$ cat config.mk
export PLATFORM = sky130hd
export DESIGN_NAME = race_frame_sequencer
export DESIGN_NICKNAME = d
export VERILOG_FILES = /design/src/rtl/race_frame_sequencer.sv
export SDC_FILE = /design/constraint.sdc
export NUM_CORES = 1
export LEC_CHECK = 0
export BUFFER_PORTS_ARGS = -buffer_cell sky130_fd_sc_hd__buf_2
export CAP_MARGIN = 0
export CORE_ASPECT_RATIO = 1.75
export CORE_MARGIN = 2
export CORE_UTILIZATION = 51
export CTS_BUF_LIST = sky130_fd_sc_hd__clkbuf_2 sky130_fd_sc_hd__clkbuf_4 sky130_fd_sc_hd__clkbuf_8
export CTS_CLUSTER_SIZE = 25
export DETAILED_ROUTE_END_ITERATION = 8
export GPL_TIMING_DRIVEN = 1
export HOLD_SLACK_MARGIN = 0.08
export PLACE_DENSITY = 0.81
export SETUP_SLACK_MARGIN = 0.2
export SLEW_MARGIN = 20
export SYNTH_ARGS = -nofsm -noshare
export SYNTH_HDL_FRONTEND = slang
export SYNTH_SLANG_ARGS = --single-unit
$ cat constraint.sdc
create_clock -name clk -period 2.1 [get_ports clk]
set_input_delay 0.42 -clock clk [delete_from_list [all_inputs] [get_ports clk]]
set_output_delay 0.42 -clock clk [all_outputs]
set_load 0.03 [all_outputs]
$ cat src/rtl/race_frame_sequencer.sv
// Purpose : per-frame game controller: scroll, rival descent/respawn, collision hold, game over.
// Latency : every output is a register; inputs act on the next rising edge of clk.
// Backpr. : none; frame_tick/collision/start pulses arriving in states that ignore them are dropped.
//
// Ports:
//   clk, reset       100 MHz clock, synchronous active-high reset
//   start            single-cycle start/restart pulse (IDLE, GAMEOVER only)
//   frame_tick       one-cycle pulse per frame, advances the game
//   collision        level from the renderer, player/rival overlap
//   random           current LFSR value used for the rival lane offset
//   rand_next        one-cycle request to advance the LFSR
//   state            FSM encoding (IDLE 000, RUN 001, RESPAWN 010, COLLIDE 011, GAMEOVER 100)
//   stop             freeze request to the car FSM / scroller
//   scroll           background scroll offset, wraps mod 256
//   rival_x/rival_y  rival sprite position in screen pixels
//   score            rivals passed, saturating at 255
module race_frame_sequencer #(
    parameter int OFFSET_BG_X  = 200,
    parameter int OFFSET_BG_Y  = 150,
    parameter int BG_H         = 240,
    parameter int RIVAL_X_BASE = 20,
    parameter int RIVAL_STEP   = 2,
    parameter int SCROLL_STEP  = 1,
    parameter int COLLIDE_HOLD = 120
) (
    input  logic       clk,
    input  logic       reset,
    input  logic       start,
    input  logic       frame_tick,
    input  logic       collision,
    input  logic [6:0] random,
    output logic       rand_next,
    output logic [2:0] state,
    output logic       stop,
    output logic [7:0] scroll,
    output logic [9:0] rival_x,
    output logic [9:0] rival_y,
    output logic [7:0] score
);

    typedef enum logic [2:0] {
        IDLE     = 3'b000,
        RUN      = 3'b001,
        RESPAWN  = 3'b010,
        COLLIDE  = 3'b011,
        GAMEOVER = 3'b100
    } fsm_t;

    localparam logic [9:0] X_HOME    = 10'(OFFSET_BG_X + RIVAL_X_BASE);
    localparam logic [9:0] Y_SPAWN   = 10'(OFFSET_BG_Y);
    localparam logic [9:0] Y_LIMIT   = 10'(OFFSET_BG_Y + BG_H);
    localparam logic [9:0] Y_STEP    = 10'(RIVAL_STEP);
    localparam logic [7:0] S_STEP    = 8'(SCROLL_STEP);
    localparam logic [7:0] HOLD_LAST = 8'(COLLIDE_HOLD);

    fsm_t       state_q, state_d;
    logic       phase_q, phase_d;      // RESPAWN: 0 = LFSR advance cycle, 1 = load cycle
    logic [7:0] hold_q, hold_d;
    logic [7:0] scroll_q, scroll_d;
    logic [9:0] rx_q, rx_d;
    logic [9:0] ry_q, ry_d;
    logic [7:0] score_q, score_d;
    logic       rn_q, rn_d;
    logic       stop_q, stop_d;
    logic [9:0] ry_step;
    logic [7:0] hold_inc;

    assign ry_step  = ry_q + Y_STEP;
    assign hold_inc = hold_q + 8'd1;

    always_ff @(posedge clk) begin
        if (reset) begin
            state_q  <= IDLE;
            phase_q  <= 1'b0;
            hold_q   <= 8'd0;
            scroll_q <= 8'd0;
            rx_q     <= X_HOME;
            ry_q     <= Y_SPAWN;
            score_q  <= 8'd0;
            rn_q     <= 1'b0;
            stop_q   <= 1'b1;
        end else begin
            state_q  <= state_d;
            phase_q  <= phase_d;
            hold_q   <= hold_d;
            scroll_q <= scroll_d;
            rx_q     <= rx_d;
            ry_q     <= ry_d;
            score_q  <= score_d;
            rn_q     <= rn_d;
            stop_q   <= stop_d;
        end
    end

    always_comb begin
        state_d  = state_q;
        phase_d  = phase_q;
        hold_d   = hold_q;
        scroll_d = scroll_q;
        rx_d     = rx_q;
        ry_d     = ry_q;
        score_d  = score_q;
        rn_d     = 1'b0;

        case (state_q)
            IDLE, GAMEOVER: begin
                if (start) begin
                    state_d  = RUN;
                    scroll_d = 8'd0;
                    ry_d     = Y_SPAWN;
                    score_d  = 8'd0;
                end
            end
            RUN: begin
                if (collision) begin
                    // Collision wins over a coincident frame tick: nothing moves.
                    state_d = COLLIDE;
                    hold_d  = 8'd0;
                end else if (frame_tick) begin
                    scroll_d = scroll_q + S_STEP;
                    if (ry_step < Y_LIMIT) begin
                        ry_d = ry_step;
                    end else begin
                        score_d = (score_q == 8'hFF) ? score_q : score_q + 8'd1;
                        state_d = RESPAWN;
                        phase_d = 1'b0;
                        // Registered so the request is high for the first RESPAWN cycle.
                        rn_d    = 1'b1;
                    end
                end
            end
            RESPAWN: begin
                if (!phase_q) begin
                    phase_d = 1'b1;
                end else begin
                    // The LFSR stepped at the end of the previous cycle; random is fresh.
                    rx_d    = X_HOME + {3'b000, random};
                    ry_d    = Y_SPAWN;
                    phase_d = 1'b0;
                    state_d = RUN;
                end
            end
            COLLIDE: begin
                if (frame_tick) begin
                    hold_d = hold_inc;
                    if (hold_inc == HOLD_LAST) begin
                        state_d = GAMEOVER;
                    end
                end
            end
            default: begin
                state_d = IDLE;
            end
        endcase

        // Computed from the next state so stop switches on the same edge as state.
        stop_d = !((state_d == RUN) || (state_d == RESPAWN));
    end

    assign state     = state_q;
    assign stop      = stop_q;
    assign scroll    = scroll_q;
    assign rival_x   = rx_q;
    assign rival_y   = ry_q;
    assign score     = score_q;
    assign rand_next = rn_q;

endmodule
==> results.toml <==
[power]
p_leak_nw = 1.33
report.power.total_mw = 1.83
pwr_density_cell_mw_per_mm2 = 556
ir_drop_uv = 468

[global_route]
grt_usage = 0.240
grt_pass1_wl_um = 11000
grt_overflow = 0
antenna_found_initial = 0
first_global_vias = 2579
grt_max_degree = 22

[cts]
clk_pin_slew_worst_paths_ns = 0.09
cts_hold_buf = 0
cts_inserted_buffers = 5
cts_root_buffer = "clkbuf_8"
clock_path_buffers = 2
cts_tree = "done"
h-tree-depth = 2
clk_latency_ns = 0.30
cts_sinks = 48

[synth]
synth_warnings = 0
synth_seq_cells = 48
synth_area_sq_mm = 0.00260
ys_seq_area_frac = 0.369
ys_types = 62
synth_cells = 315
synth_area_per_cell_sq_um = 8.26
synth_edf_count = 0
ys.flop_type = "dfxtp_1"
async_reset_ff_frac = 0

[detailed_routing]
antenna_left = 0
drt_drc_violations_left = 0
dr_total_vias = 2673
wl_um = 6930
drt_iter0_drc = 95
dr.pass1.iters = 4
wl_per_cell_um = 15.8
viasPerCell = 6.10

[setup_path]
path_class = "reg -> reg"
critPathSlowestCell = "dfxtp_4"
path_buf_inv = 2
timing.critical_path.required_ns = 2.33
critPathArrivalTime_ns = 2.23
cp.depth = 8
critPathTopFamily = "compound AO/OA/AOI/OAI gates"
cp_common_cell = "buf_4"
path_max_fanout = 8
max_stage_delay_ns = 0.41
r2r-end = "state[0]"
worstSetupEndpointType = "register"
path_cells = "nand4_1 > o211ai_1 > buf_4 > o21a_1 > o21ai_4 > buf_4 > a21o_1 > a31oi_1"
start_kind = "register"
rrSetupSlack_ns = 0.1
r2r_cells = 8
r2r_start = "rival_y[5]"

[place]
place_inst = 412
port_buffers = 50
globalplace.congestion = 0.831
hpwl_um = 4740

[cells_and_area]
drive_above_1_share = 0.315
fillers = 414
num_antenna_cells = 0
final_cells = 438
nets = 401
syn_to_final_growth_pct = 26.9

[die]
core_area_sq_mm = 0.00493
dieWidth_um = 58.0
start_util = 0.527
die_height_um = 98.5
rows = 34
die-area_sq_mm = 0.00571
io_pins = 53

[sta]
fmax_mhz = 499
worstMarginPinSlew_ns = 0.620
rsz0062_at_grt = "yes"
tns_ns = 0
finalCritPeriodShare = 0.954
setup-violations-final = 0
fin_skew_ns = 0.00387
period_needed_ns = 2.00
hold_violations = 0
relSlewSlack = 0.586
slew_violations = 0

[worst_hold_path]
min_to = "rival_x[1]"
hold_start = "random[1]"
worstHoldPathCells = 3
min_path_type = "in -> reg"

[outcome]
status = "complete, no violations"

[run]
drv_cap = 0
## stage by stage
step / worst slack (ns) / util / cell area [sq um] / hold slack [ns]
after detailed placement: 0.120 / 0.599 / 2960 / 0.451
after global routing: 0.0464 / 0.669 / 3300 / 0.363
after global placement: 0.180 / 0.599 / 2960 / 0.440
after CTS: 0.133 / 0.626 / 3090 / 0.345
after floorplan: 0.204 / - / 2670 / 0.454
final: 0.0959 / 0.669 / 3300 / 0.347
## cell usage in the layout, fill, tap and decap left out, types with 6 or more instances in the layout
cell      synthesis  layout
buf_2             5      50
nor2_1           44      43
dfxtp_1          48      38
a21oi_1          28      27
buf_4             2      24
nand2_1          18      17
nand3_1          16      16
nor3_1           11       9
nand2b_1          8       8
dfxtp_4           0       7
inv_1             6       6
nand4_1           6       6
xor2_1            6       6
clkbuf_8          0       6
## power breakdown
part	total, mW	switching, mW	internal [mW]
Combinational	0.309	0.196	0.114
Clock	0.573	0.309	0.263
Sequential	0.952	0.0311	0.921
Total	1.83	0.536	1.30
## state kept, by name, indices dropped and copies added (netlist names)
register / cells
rival_x: 9
stop: 1
rival_y: 9
hold_q: 8
phase_q: 1
score: 8
rand_next: 1
state: 3
scroll: 8
## timing repair
item	4_1_cts	5_1_grt
gates resized for setup	1	25
gates cloned	1	0
pin swaps	4	17
endpoints found under the setup margin	12	33
hold endpoints to repair	0	0
buffers inserted	4	13
## kinds of logic after synthesis
family,after synthesis,synth area share
xor gates and xnor gates,12,0.0433
adders and majority gates,6,0.0289
muxes,4,0.0159
DFF,48,0.369
other,1,0.00144
buffers and inverters,23,0.0414
AOI/OAI and AO/OA,84,0.228
and+or+nand+nor,137,0.272
## worst max path at each step
stage / from / to
floorplan: rival_y[1] / score[4]
global placement: rival_y[2] / phase_q
detailed placement: rival_y[4] / phase_q
CTS: rival_y[1] / score[3]
global route: rival_y[5] / state[0]
finish: rival_y[5] / state[0]
## cell type report
type / instances / area [sq um] / share of cell area
multi-input combinational: 246 / 1670 / 0.507
sequential: 48 / 991 / 0.300
timing repair buffer: 76 / 453 / 0.137
clock buffer: 6 / 82.6 / 0.0250
tap: 54 / 67.6 / 0.0205
inverter: 6 / 22.5 / 0.00682
clock inverter: 2 / 10.0 / 0.00303
## routing by layer
layer	share of wire	GRT usage	vias to the layer above
met5	0	0	-
met2	0.54	0.442	75
met4	0.030	0.125	0
met3	0.037	0.0420	20
met1	0.39	0.247	1278
li1	-	-	1300
## worst register-to-register path, stage by stage, from the launching register on
cell      delay, ns
dfxtp_4        0.41
nand4_1        0.26
o211ai_1       0.28
buf_4          0.16
o21a_1         0.19
o21ai_4        0.12
buf_4          0.18
a21o_1         0.18
a31oi_1        0.15
## cell usage after synthesis, drive strengths merged, types with 7 or more instances
library cell | number | share of area
dfxtp | 48 | 0.37
nand2 | 18 | 0.026
clkbuf | 9 | 0.013
buf | 8 | 0.020
nor2 | 45 | 0.066
nor3 | 11 | 0.021
nand3 | 16 | 0.031
a21oi | 30 | 0.063
xor2 | 7 | 0.026
nand2b | 8 | 0.019
Note: power is estimated with default switching activity, not from simulation.
